`src/rtl/pipe_reg_elastic_pkg.sv`:
```
// Shared helpers for the elastic pipeline blocks: a constant clog2 and the
// occupancy-counter width derived from a stage count.
package pipe_reg_elastic_pkg;

    function automatic int clog2(input int value);
        int width;
        width = 32'sd0;
        while ((32'sd1 << width) < value) begin
            width = width + 32'sd1;
        end
        return width;
    endfunction

    // A counter that must hold 0..depth inclusive.
    function automatic int occ_width(input int depth);
        return clog2(depth + 32'sd1);
    endfunction

endpackage

```
`src/rtl/pipe_stage.sv`:
```
// One elastic pipeline stage: holds a valid bit and a data word, loads from the
// previous stage when allowed to advance, and drops its valid bit on flush.
module pipe_stage #(
    parameter int DATAWIDTH = 16
) (
    input  logic                 clk,
    input  logic                 rst,
    input  logic                 flush,
    input  logic                 prev_valid,
    input  logic [DATAWIDTH-1:0] prev_data,
    input  logic                 adv,
    output logic                 valid,
    output logic [DATAWIDTH-1:0] data
);

    logic                 valid_r;
    logic [DATAWIDTH-1:0] data_r;

    // Stage state register; data only moves when a valid word arrives, so
    // bubbles never disturb the held word.
    always_ff @(posedge clk) begin
        if (rst) begin
            valid_r <= 1'b0;
            data_r  <= {DATAWIDTH{1'b0}};
        end else if (flush) begin
            valid_r <= 1'b0;
            data_r  <= data_r;
        end else if (adv) begin
            valid_r <= prev_valid;
            if (prev_valid) begin
                data_r <= prev_data;
            end else begin
                data_r <= data_r;
            end
        end else begin
            valid_r <= valid_r;
            data_r  <= data_r;
        end
    end

    assign valid = valid_r;
    assign data  = data_r;

endmodule

```
`src/rtl/pipe_reg_elastic.sv`:
```
// DEPTH-stage stallable delay line with valid/ready on both sides, bubble
// collapsing, synchronous flush and a registered occupancy count.
module pipe_reg_elastic
    import pipe_reg_elastic_pkg::*;
#(
    parameter  int DATAWIDTH = 16,
    parameter  int DEPTH     = 2,
    localparam int CNTW      = occ_width(DEPTH)
) (
    input  logic                 clk,
    input  logic                 rst,
    input  logic                 flush,
    input  logic [DATAWIDTH-1:0] in_data,
    input  logic                 in_valid,
    output logic                 in_ready,
    output logic [DATAWIDTH-1:0] out_data,
    output logic                 out_valid,
    input  logic                 out_ready,
    output logic [CNTW-1:0]      occupancy
);

    logic [DEPTH-1:0]     valid_s;
    logic [DATAWIDTH-1:0] data_s      [DEPTH];
    logic [DEPTH-1:0]     adv_s;
    logic [DEPTH-1:0]     prev_valid_s;
    logic [DATAWIDTH-1:0] prev_data_s [DEPTH];
    logic                 in_xfer_s;
    logic [CNTW-1:0]      occ_nxt_s;
    logic [CNTW-1:0]      occupancy_r;

    // Advance chain from the output side back: a stage may move if it is empty
    // or the stage ahead of it is moving.
    always_comb begin
        logic carry_s;
        carry_s = out_ready;
        adv_s   = {DEPTH{1'b0}};
        for (int i = DEPTH - 1; i >= 0; i--) begin
            carry_s  = !valid_s[i] || carry_s;
            adv_s[i] = carry_s;
        end
    end

    assign in_ready  = adv_s[0] && !flush;
    assign in_xfer_s = in_valid && in_ready;

    // Feed of each stage: the input port for stage 0, the previous stage otherwise.
    always_comb begin
        prev_valid_s[0] = in_xfer_s;
        prev_data_s[0]  = in_data;
        for (int i = 1; i < DEPTH; i++) begin
            prev_valid_s[i] = valid_s[i-1];
            prev_data_s[i]  = data_s[i-1];
        end
    end

    for (genvar g = 0; g < DEPTH; g++) begin : g_stage
        pipe_stage #(
            .DATAWIDTH(DATAWIDTH)
        ) u_stage (
            .clk       (clk),
            .rst       (rst),
            .flush     (flush),
            .prev_valid(prev_valid_s[g]),
            .prev_data (prev_data_s[g]),
            .adv       (adv_s[g]),
            .valid     (valid_s[g]),
            .data      (data_s[g])
        );
    end

    // Popcount of the valid bits the stages will hold after this edge.
    always_comb begin
        logic nxt_valid_s;
        occ_nxt_s = {CNTW{1'b0}};
        for (int i = 0; i < DEPTH; i++) begin
            if (flush) begin
                nxt_valid_s = 1'b0;
            end else if (adv_s[i]) begin
                nxt_valid_s = prev_valid_s[i];
            end else begin
                nxt_valid_s = valid_s[i];
            end
            occ_nxt_s = occ_nxt_s + CNTW'(nxt_valid_s);
        end
    end

    // Occupancy register, tracking the stage valid bits in the same cycle.
    always_ff @(posedge clk) begin
        if (rst) begin
            occupancy_r <= {CNTW{1'b0}};
        end else begin
            occupancy_r <= occ_nxt_s;
        end
    end

    assign occupancy = occupancy_r;
    assign out_valid = valid_s[DEPTH-1];
    assign out_data  = data_s[DEPTH-1];

endmodule

```
`config.mk`:
```
export PLATFORM = sky130hd
export DESIGN_NAME = pipe_reg_elastic
export DESIGN_NICKNAME = d
export VERILOG_FILES = /design/src/rtl/pipe_reg_elastic_pkg.sv /design/src/rtl/pipe_stage.sv /design/src/rtl/pipe_reg_elastic.sv
export SDC_FILE = /design/constraint.sdc
export NUM_CORES = 1
export LEC_CHECK = 0
export CAP_MARGIN = 20
export CORE_UTILIZATION = 43
export CTS_BUF_LIST = sky130_fd_sc_hd__clkbuf_8 sky130_fd_sc_hd__clkbuf_16
export DETAILED_ROUTE_END_ITERATION = 6
export PLACE_DENSITY = 0.74
export SLEW_MARGIN = 20
export SYNTH_ARGS = -nofsm -noshare
export SYNTH_HDL_FRONTEND = slang
export SYNTH_SLANG_ARGS = --single-unit
```
`constraint.sdc`:
```
create_clock -name clk -period 1.5 [get_ports clk]
set_input_delay 0.3 -clock clk [delete_from_list [all_inputs] [get_ports clk]]
set_output_delay 0.3 -clock clk [all_outputs]
set_load 0.01 [all_outputs]
```
==> results.toml, run 1 <==
[power]
seq_power_share = 0.471
p_int_mw = 1.689
p_leak_nw = 0.8858
clock_power_share = 0.435
powerDensity_nw_per_um2 = 976.6
ir_drop_mv = 0.7346
p_sw_frac = 0.2033
combinationalPowerShare = 0.094
switchingPower_uw = 431.1

[logic_synthesis]
synth_area_leader_cell = "dfxtp_1"
ys_seq_area_frac = 0.4441
netlist_instances = 177
synth-seq-cells = 36
syn_area_per_cell_um2 = 9.168
yosys_warnings = 0
ys_types = 18
syn-num-nets = 199
syn_area_um2 = 1623
synth.area.top_cells = "dfxtp_1, nand2b_1, mux2i_1"
synth.top_cell.area_share = 0.4441

[placed_design]
dp_hpwl_mm = 2.172
gp_congestion = 0.7430
io_buffers = 40

[worst_setup_path]
timing.rr.end = "occupancy[0]$_SDFF_PP0_"
cp-startpoint = "g_stage[1].u_stage.data[11]$_SDFFE_PP0P_"
reg2reg_slack_ns = 0.19
critical_path.max_stage_delay_ns = 0.54
crit_required_ns = 1.20
end_kind = "primary output"
startpoint_type = "flop"
crit_type = "flop to primary output"
crit_arrival_ns = 1.16
path_cells = "clkdlybuf4s50_1"
endpoint = "out_data[11]"
r2r_cells = 6
cp.depth = 1
cpMaxStageDelayCell = "clkdlybuf4s50_1"
critPathBufInv = 1
worstReg2RegStart = "g_stage[1].u_stage.valid$_SDFF_PP0_"
worstPathMaxFanout = 2
critical-path-top-delay-family = "buffers and inverters"

[clock_network]
cts.sinks = 36
cts_max_level = 2
cts-root-buf = "clkbuf_8"
postCtsHoldBufs = 0
insertion_delay_ns = 0.29
clkTransAtPathRegs_ns = 0.07
clockBufferDepth = 2
cts_tree = "yes"
numCtsBuffers = 5

[detailed_routing]
drcViolationCount = 0
postRouteAntennaNets = 0
wl_mm = 3.375
via_count = 1282
drtIter0Drc = 54
dr.pass1.iters = 4
avgRoutedWirePerCell_um = 13.24
via_per_inst = 5.027

[cells_and_area]
antennaDiodeCount = 0
drive_above_1_share = 0.1196
utilization = 0.6259
nets = 230
area_growth_pct = 33.77

[timing]
finalSetupTns_ns = 0
worst_pin_slew_ns = 0.1777
finalSetupViolCount = 0
fin_crit_ns = 1.464
finalMaxSlewViolations = 0
timing.slew.headroom = 0.8806
hold_violations = 0
fin_crit_sh = 0.9763
skew_ns = 0.006358
fmax_ghz = 0.6828
rsz0062_at_grt = "false"

[global_routing]
use_met3 = 0.05254
grt_util_met2 = 0.3152
grt_busiest_layer = "met2"
grt_max_degree = 53
antenna_found_initial = 0
grt_pass1_wl_mm = 5.761
grt_pass1_vias = 1253
grt_use_met1 = 0.2161
gr-total-overflow = 0
track_usage = 0.1843

[die]
core_area_um2 = 3468
fp.dieW_um = 63.43
start_util = 0.4679
die_h_um = 63.43
row_count = 21
die_area_um2 = 4023
io_pins = 41

[run_status]
status = "finished clean"

[worst_hold_path]
min_path_type = "flop to flop"

[run]
maxCapViolations = 0
## power by group through the flow
stage | logic (mW) | clock network, mW | registers (mW)
final | 0.200 | 0.923 | 0.998
after global routing | 0.218 | 0.987 | 1.00
after CTS | 0.201 | 0.933 | 0.998
after detailed placement | 0.199 | 0 | 1.02
after global placement | 0.193 | 0 | 1.02
after floorplan | 0.101 | 0 | 1.02
## per-stage QoR
step	setup slack, ns	hold WS (ns)	cells	cell area (um^2)	total power [mW]
after floorplan	0.001423	0.3793	177	1633	1.120
after global placement	-0.4329	0.4518	245	2008	1.211
after detailed placement	-0.4328	0.4585	245	2008	1.218
after CTS	0.02098	0.4692	255	2158	2.131
after global routing	0.0003608	0.4884	255	2171	2.204
final	0.03551	0.4683	255	2171	2.120
## layout make-up
class | instances | area (um^2)
repair buffers | 53 | 546.8
clock inverters | 1 | 30.03
multi-input cells | 112 | 719.4
clock buffers | 7 | 96.34
well taps | 46 | 57.56
flip-flops and latches | 36 | 720.7
fillers | 310 | 1297
## how the worst min path moves through the flow
stage / startpoint / endpoint / slack [ns] / cells past startpoint
finish: g_stage[0].u_stage.data[15]$_SDFFE_PP0P_ / g_stage[1].u_stage.data[15]$_SDFFE_PP0P_ / 0.47 / 2
global route: g_stage[0].u_stage.data[15]$_SDFFE_PP0P_ / g_stage[1].u_stage.data[15]$_SDFFE_PP0P_ / 0.49 / 2
CTS: g_stage[0].u_stage.data[9]$_SDFFE_PP0P_ / g_stage[1].u_stage.data[9]$_SDFFE_PP0P_ / 0.47 / 2
detailed placement: g_stage[0].u_stage.data[9]$_SDFFE_PP0P_ / g_stage[1].u_stage.data[9]$_SDFFE_PP0P_ / 0.46 / 2
global placement: g_stage[0].u_stage.data[3]$_SDFFE_PP0P_ / g_stage[1].u_stage.data[3]$_SDFFE_PP0P_ / 0.45 / 2
floorplan: flush / g_stage[0].u_stage.valid$_SDFF_PP0_ / 0.38 / 1
## sequential cells by signal, summed over array words and instances, names as in the netlist
name                   flops
g_stage.u_stage.data      32
g_stage.u_stage.valid      2
occupancy                  2
## metal layers
metal	up-vias	part of all wire
met2	34	0.50
met1	606	0.44
li1	638	-
met4	0	0.010
met3	4	0.044
met5	-	0
## Yosys cell counts
library cell,n
buf_2,4
ha_1,1
buf_6,1
and2b_1,1
nand2b_1,35
a21oi_4,1
nor3_1,2
dfxtp_1,36
o21ai_1,2
nor2b_1,3
clkbuf_1,6
nand3_1,16
buf_8,1
a21oi_1,18
buf_4,17
o21ai_0,14
nor2_1,3
mux2i_1,16
## repair_timing
item / CTS / global route
pin swaps: 2 / 0
setup buffers: 2 / 0
endpoints found under the setup margin: 13 / 5
resized for setup: 11 / 5
gates cloned: 0 / 0
## placed cells by master, fill, tap and decap left out
cell	n
a21oi_4	2
mux2i_1	16
clkdlybuf4s50_1	31
nor2_2	1
clkbuf_8	7
buf_8	1
nor2b_1	3
buf_2	1
nand3_1	16
nor3_1	2
nand2b_1	35
dfxtp_1	36
bufinv_16	1
ha_1	1
buf_12	3
dlymetal6s2s_1	5
a21oi_1	17
o21ai_0	14
buf_4	9
and2b_1	1
o21ai_1	2
nor2_1	2
dlygate4sd2_1	3
## worst register-to-register path: cells and delay by family (launching register included)
kind | cells | cell delay, ns
simple gates | 3 | 0.37
flops | 1 | 0.32
fa+ha+maj | 1 | 0.25
buf+inv | 1 | 0.14
compound gates | 1 | 0.13
## logic make-up after synthesis
logic type | synth area share
AO/OA/AOI/OAI | 0.1149
adder cells (fa/ha/maj) | 0.007709
buffers and inverters | 0.1210
flip-flops | 0.4441
multiplexers | 0.09869
AND/OR/NAND/NOR | 0.2136
(Power assumes the default switching activity.)
==> inputs of run 2 (changes only) <==
--- a/config.mk
+++ b/config.mk
@@ -10,7 +10,6 @@
 export CTS_BUF_LIST = sky130_fd_sc_hd__clkbuf_8 sky130_fd_sc_hd__clkbuf_16
 export DETAILED_ROUTE_END_ITERATION = 6
 export PLACE_DENSITY = 0.74
-export SLEW_MARGIN = 20
 export SYNTH_ARGS = -nofsm -noshare
 export SYNTH_HDL_FRONTEND = slang
 export SYNTH_SLANG_ARGS = --single-unit
==> results of run 2 <==
The final DEF is identical to that of run 1; final timing and power are the same.
